File: src/rtl/alu_issue_ctrl.sv
// alu_issue_ctrl: issue side of the ALU operand/control interface.
// Accepts one MIPS-style instruction with its rs/rt values over a
// valid/ready handshake, decodes it into an ALU control code and operand B,
// drives the external combinational ALU, registers the result and returns it
// with zero/illegal flags over a second valid/ready handshake.
//
// Ports:
//   clk, rst_n               clock (rising edge), async active-low reset
//   in_valid/in_ready        instruction handshake (ready only in IDLE)
//   in_instr, in_rs, in_rt   instruction word and register operands
//   alu_a, alu_b, alu_ctrl   registered operands/control to the ALU
//   alu_result               combinational ALU result
//   out_valid/out_ready      response handshake
//   out_result, out_zero, out_illegal  captured response
//   op_count                 saturating count of retired responses
module alu_issue_ctrl #(
  parameter int CNT_W = 16
) (
  input  logic             clk,
  input  logic             rst_n,
  input  logic             in_valid,
  output logic             in_ready,
  input  logic [31:0]      in_instr,
  input  logic [31:0]      in_rs,
  input  logic [31:0]      in_rt,
  output logic [31:0]      alu_a,
  output logic [31:0]      alu_b,
  output logic [3:0]       alu_ctrl,
  input  logic [31:0]      alu_result,
  output logic             out_valid,
  input  logic             out_ready,
  output logic [31:0]      out_result,
  output logic             out_zero,
  output logic             out_illegal,
  output logic [CNT_W-1:0] op_count
);

  typedef enum logic [1:0] {IDLE, DECODE, EXEC, RESP} state_t;

  typedef struct packed {
    logic [31:0] instr;
    logic [31:0] rs;
    logic [31:0] rt;
  } req_t;

  localparam logic [3:0] C_ADD = 4'b0010;
  localparam logic [3:0] C_SUB = 4'b0110;
  localparam logic [3:0] C_AND = 4'b0000;
  localparam logic [3:0] C_OR  = 4'b0001;
  localparam logic [3:0] C_NOR = 4'b1100;
  localparam logic [3:0] C_BAD = 4'b1111;

  state_t state;
  req_t   req;
  logic   illegal_q;

  // Decode view of the latched instruction
  logic [5:0]  opcode, funct;
  logic [31:0] imm_sext, imm_zext;
  logic [3:0]  dec_ctrl;
  logic [31:0] dec_b;
  logic        dec_ill;

  assign opcode   = req.instr[31:26];
  assign funct    = req.instr[5:0];
  assign imm_sext = {{16{req.instr[15]}}, req.instr[15:0]};
  assign imm_zext = {16'h0000, req.instr[15:0]};

  // Ready is purely a function of state so it reads 1 throughout reset.
  assign in_ready = (state == IDLE);

  always_comb begin
    dec_ctrl = C_BAD;
    dec_b    = req.rt;
    dec_ill  = 1'b0;
    case (opcode)
      6'h00: begin
        case (funct)
          6'h20:   dec_ctrl = C_ADD;
          6'h22:   dec_ctrl = C_SUB;
          6'h24:   dec_ctrl = C_AND;
          6'h25:   dec_ctrl = C_OR;
          6'h27:   dec_ctrl = C_NOR;
          default: dec_ill  = 1'b1;
        endcase
      end
      6'h08, 6'h23, 6'h2B: begin
        dec_ctrl = C_ADD;
        dec_b    = imm_sext;
      end
      6'h0C: begin
        dec_ctrl = C_AND;
        dec_b    = imm_zext;
      end
      6'h0D: begin
        dec_ctrl = C_OR;
        dec_b    = imm_zext;
      end
      6'h04:   dec_ctrl = C_SUB;
      default: dec_ill  = 1'b1;
    endcase
  end

  always_ff @(posedge clk or negedge rst_n) begin
    if (!rst_n) begin
      state       <= IDLE;
      req         <= '0;
      illegal_q   <= 1'b0;
      alu_a       <= '0;
      alu_b       <= '0;
      alu_ctrl    <= C_AND;
      out_valid   <= 1'b0;
      out_result  <= '0;
      out_zero    <= 1'b0;
      out_illegal <= 1'b0;
      op_count    <= '0;
    end else begin
      case (state)
        IDLE: begin
          if (in_valid) begin
            req   <= '{instr: in_instr, rs: in_rs, rt: in_rt};
            state <= DECODE;
          end
        end
        DECODE: begin
          alu_a     <= req.rs;
          alu_b     <= dec_b;
          alu_ctrl  <= dec_ctrl;
          illegal_q <= dec_ill;
          state     <= EXEC;
        end
        EXEC: begin
          out_result  <= alu_result;
          out_zero    <= (alu_result == 32'h0);
          out_illegal <= illegal_q;
          out_valid   <= 1'b1;
          state       <= RESP;
        end
        RESP: begin
          if (out_ready) begin
            out_valid <= 1'b0;
            if (op_count != {CNT_W{1'b1}})
              op_count <= op_count + CNT_W'(1);
            state <= IDLE;
          end
        end
        default: state <= IDLE;
      endcase
    end
  end

endmodule

File: config.mk
export PLATFORM = sky130hd
export DESIGN_NAME = alu_issue_ctrl
export DESIGN_NICKNAME = d
export VERILOG_FILES = /design/src/rtl/alu_issue_ctrl.sv
export SDC_FILE = /design/constraint.sdc
export NUM_CORES = 1
export LEC_CHECK = 0
export BUFFER_PORTS_ARGS = -buffer_cell sky130_fd_sc_hd__clkbuf_2
export CAP_MARGIN = 5
export CORE_ASPECT_RATIO = 0.75
export CORE_MARGIN = 2
export CORE_UTILIZATION = 52
export CTS_CLUSTER_SIZE = 20
export DETAILED_ROUTE_END_ITERATION = 8
export HOLD_SLACK_MARGIN = 0.1
export PLACE_DENSITY = 0.88
export RECOVER_POWER = 50
export SKIP_CTS_REPAIR_TIMING = 1
export SLEW_MARGIN = 20
export SYNTH_ARGS = -nofsm -noshare
export SYNTH_HDL_FRONTEND = slang
export SYNTH_SLANG_ARGS = --single-unit
File: constraint.sdc
create_clock -name clk -period 2.5 [get_ports clk]
set_input_delay 0.75 -clock clk [delete_from_list [all_inputs] [get_ports clk]]
set_output_delay 0.75 -clock clk [all_outputs]
set_load 0.01 [all_outputs]
==> impl_metrics.yaml <==
drt:
  firstDrtPassIters: 4
  wirelength_mm: 18.96
  avgViaCountPerCell: 5.363
  ant_nets: 0
  vias: 5765
  drt_iter0_markers: 243
  wl_per_cell_microns: 17.64
  remaining_drc_errors: 0
floorplanning:
  row_count: 40
  die_w_microns: 151.2
  die_h_microns: 114.4
  coreArea_sq_um: 15970
  die-area_sq_um: 17290
  io_pins: 252
  start_util_pct: 52.91
timing:
  finalCritPeriodShare_pct: 86.83
  slew_viol_final: 29
  hold_violations: 0
  fin_ws_ns: 0.3292
  worst_slew_pin_slew_ns: 1.869
  fin_crit_ns: 2.171
  slew_headroom_pct: -24.60
  clock_skew_ns: 0.01795
  fin_tns_setup_ns: 0
  rsz0062_at_grt: "false"
  max_freq_ghz: 0.4607
  setup_viol: 0
clocking:
  ctsRootBufferMaster: "clkbuf_16"
  numCtsBuffers: 21
  cts_buffer_depth: 3
  cts_num_sinks: 208
  clk_pin_slew_worst_paths_ns: 0.06
  cts_tree: "built"
  htree_levels: 1
  clock_latency_ns: 0.49
critical_path:
  crit_required_ns: 1.75
  critPathKind: "flop to output pin"
  crit_start: "state[1]"
  endpoint: "in_ready"
  rr_endpoint: "out_result[10]"
  crit_fanout: 4
  ff2ff_path_depth: 4
  cp.arrival_ns: 1.42
  crit_path_start_kind: "flop"
  end_kind: "output pin"
  r2r-start: "state[0]"
  r2r_slack_ns: 0.52
finish:
  layout.nets: 986
  area_growth_pct: 26.16
  drive_gt1_share_pct: 51.27
yosys:
  synthTopCellsByCount: "208 x dfrtp_1, 152 x mux2_2, 43 x nand3_1"
  synthTopCellsByArea: "dfrtp_1 62%, mux2_2 20%, nand3_1 2.5%"
  synth_async_sr_flop_share_pct: 100.0
  synth_edf_count: 0
  synth.distinct_cells: 46
  yosys_warnings: 0
  synth_top_area_share_pct: 61.62
  synth_nets: 741
  yosysMostFrequentCell: "dfrtp_1"
  postSynthCellCount: 604
  synth_flop_cell: "dfrtp_1"
  synth_area_sq_um: 8447
  ys_seq_area_share_pct: 61.62
  yosys.area.top_type: "dfrtp_1"
  synth-seq-cells: 208
  avgSynthCellArea_sq_um: 13.98
run:
  cap_violations: 1
min_path:
  hold_path_class: "flop to flop"
  holdPathStages: 1
placed_design:
  portBuffers: 241
  place_ws_ns: 0.4292
  hpwl_mm: 13.33
  place_congestion: 0.8267
global_routing:
  grt_antenna_before_repair: 1
  grt_pass1_wl_mm: 30.15
  grt_pass1_vias: 5959
  grt_start_max_net_pins: 68
  gr-total-overflow: 0
  track_usage_pct: 21.96
power:
  cellLeakagePower_nw: 5.181
  power_density_nw_per_um2: 1348
  peakVddDrop_uv: 880.2
  power_w: 0.01437
run_status:
  violations: "capacitance limit, slew limit"
  status: "finished with violations"
cell type report:
| class | count | area [sq um] |
|---|---|---|
| multi-input combinational | 360 | 3075 |
| clock inverter | 8 | 125.1 |
| timing repair buffer | 252 | 1344 |
| inverter | 6 | 22.52 |
| antenna | 1 | 2.502 |
| fill | 1163 | 5309 |
| clock buffer | 30 | 619.3 |
| sequential | 208 | 5205 |
| tap | 210 | 262.8 |
worst min path at each step:
stage,startpoint,endpoint
global route,in_rs[18],req[50]
CTS,rst_n,alu_a[27]
finish,alu_ctrl[3],alu_ctrl[3]
detailed placement,alu_ctrl[3],alu_ctrl[3]
global placement,alu_ctrl[3],alu_ctrl[3]
floorplan,rst_n,alu_a[0]
registers in the layout, summed over array words and instances, names as in the netlist:
| signal | cells |
|---|---|
| out_result | 32 |
| imm_sext | 10 |
| out_zero | 1 |
| alu_a | 32 |
| illegal_q | 1 |
| state | 2 |
| alu_b | 32 |
| alu_ctrl | 4 |
| out_illegal | 1 |
| opcode | 6 |
| req | 64 |
| op_count | 16 |
| out_valid | 1 |
| funct | 6 |
logic make-up (layout without fill, tap and decap cells):
kind of cell,after synthesis,after routing,synth area share [%]
adder cells (fa/ha/maj),5,5,0.7406
buffers and inverters,36,296,2.000
XOR/XNOR,14,14,1.452
AND/OR/NAND/NOR,132,132,8.828
other,0,1,0
multiplexers,168,168,22.16
flip-flops,208,208,61.62
AO/OA/AOI/OAI,41,41,3.200
stage by stage:
| step | std cells | utilization, % | area (sq um) | hold WS [ns] |
|---|---|---|---|---|
| 4_1_cts | 1074 | 66.94 | 10690 | 0.1486 |
| 3_5_place_dp | 1036 | 62.28 | 9943 | 0.4750 |
| 6_report | 1075 | 66.75 | 10660 | 0.4835 |
| 5_1_grt | 1075 | 66.75 | 10660 | 0.4742 |
| 3_3_place_gp | 1036 | 62.28 | 9943 | 0.4616 |
| 2_1_floorplan | 604 | - | 8447 | 0.4456 |
critical path, cell delays in order (launching register included):
cell      delay (ns)
dfrtp_1         0.41
inv_1           0.10
ha_1            0.26
clkbuf_2        0.18
where the power goes:
group	internal (W)	leakage [nW]	switching, W	total (W)
Sequential	0.00500	2.47	0.000974	0.00597
Combinational	0.00266	2.34	0.00244	0.00510
Clock	0.00204	0.370	0.00125	0.00329
cell usage in the layout, fill, tap and decap left out, types with 6 or more instances in the layout:
cell type / netlist / final
nor4_1: 9 / 9
clkbuf_8: 0 / 6
nand3_1: 43 / 43
inv_1: 6 / 6
dfrtp_1: 208 / 208
a21oi_1: 19 / 19
mux2_2: 152 / 152
mux2i_1: 16 / 16
clkbuf_2: 0 / 241
xor2_1: 10 / 10
clkbuf_16: 0 / 21
nand2b_1: 16 / 16
nor2_1: 23 / 23
nand4_1: 6 / 6
metal layers:
| layer | GRT usage (%) | wire (microns) | vias up |
|---|---|---|---|
| li1 | - | - | 2656 |
| met1 | 29.45 | 8047 | 2910 |
| met2 | 36.03 | 9356 | 160 |
| met3 | 5.179 | 1056 | 39 |
| met4 | 6.542 | 499 | 0 |
| met5 | 0 | 0 | - |
(Power assumes the default switching activity.)
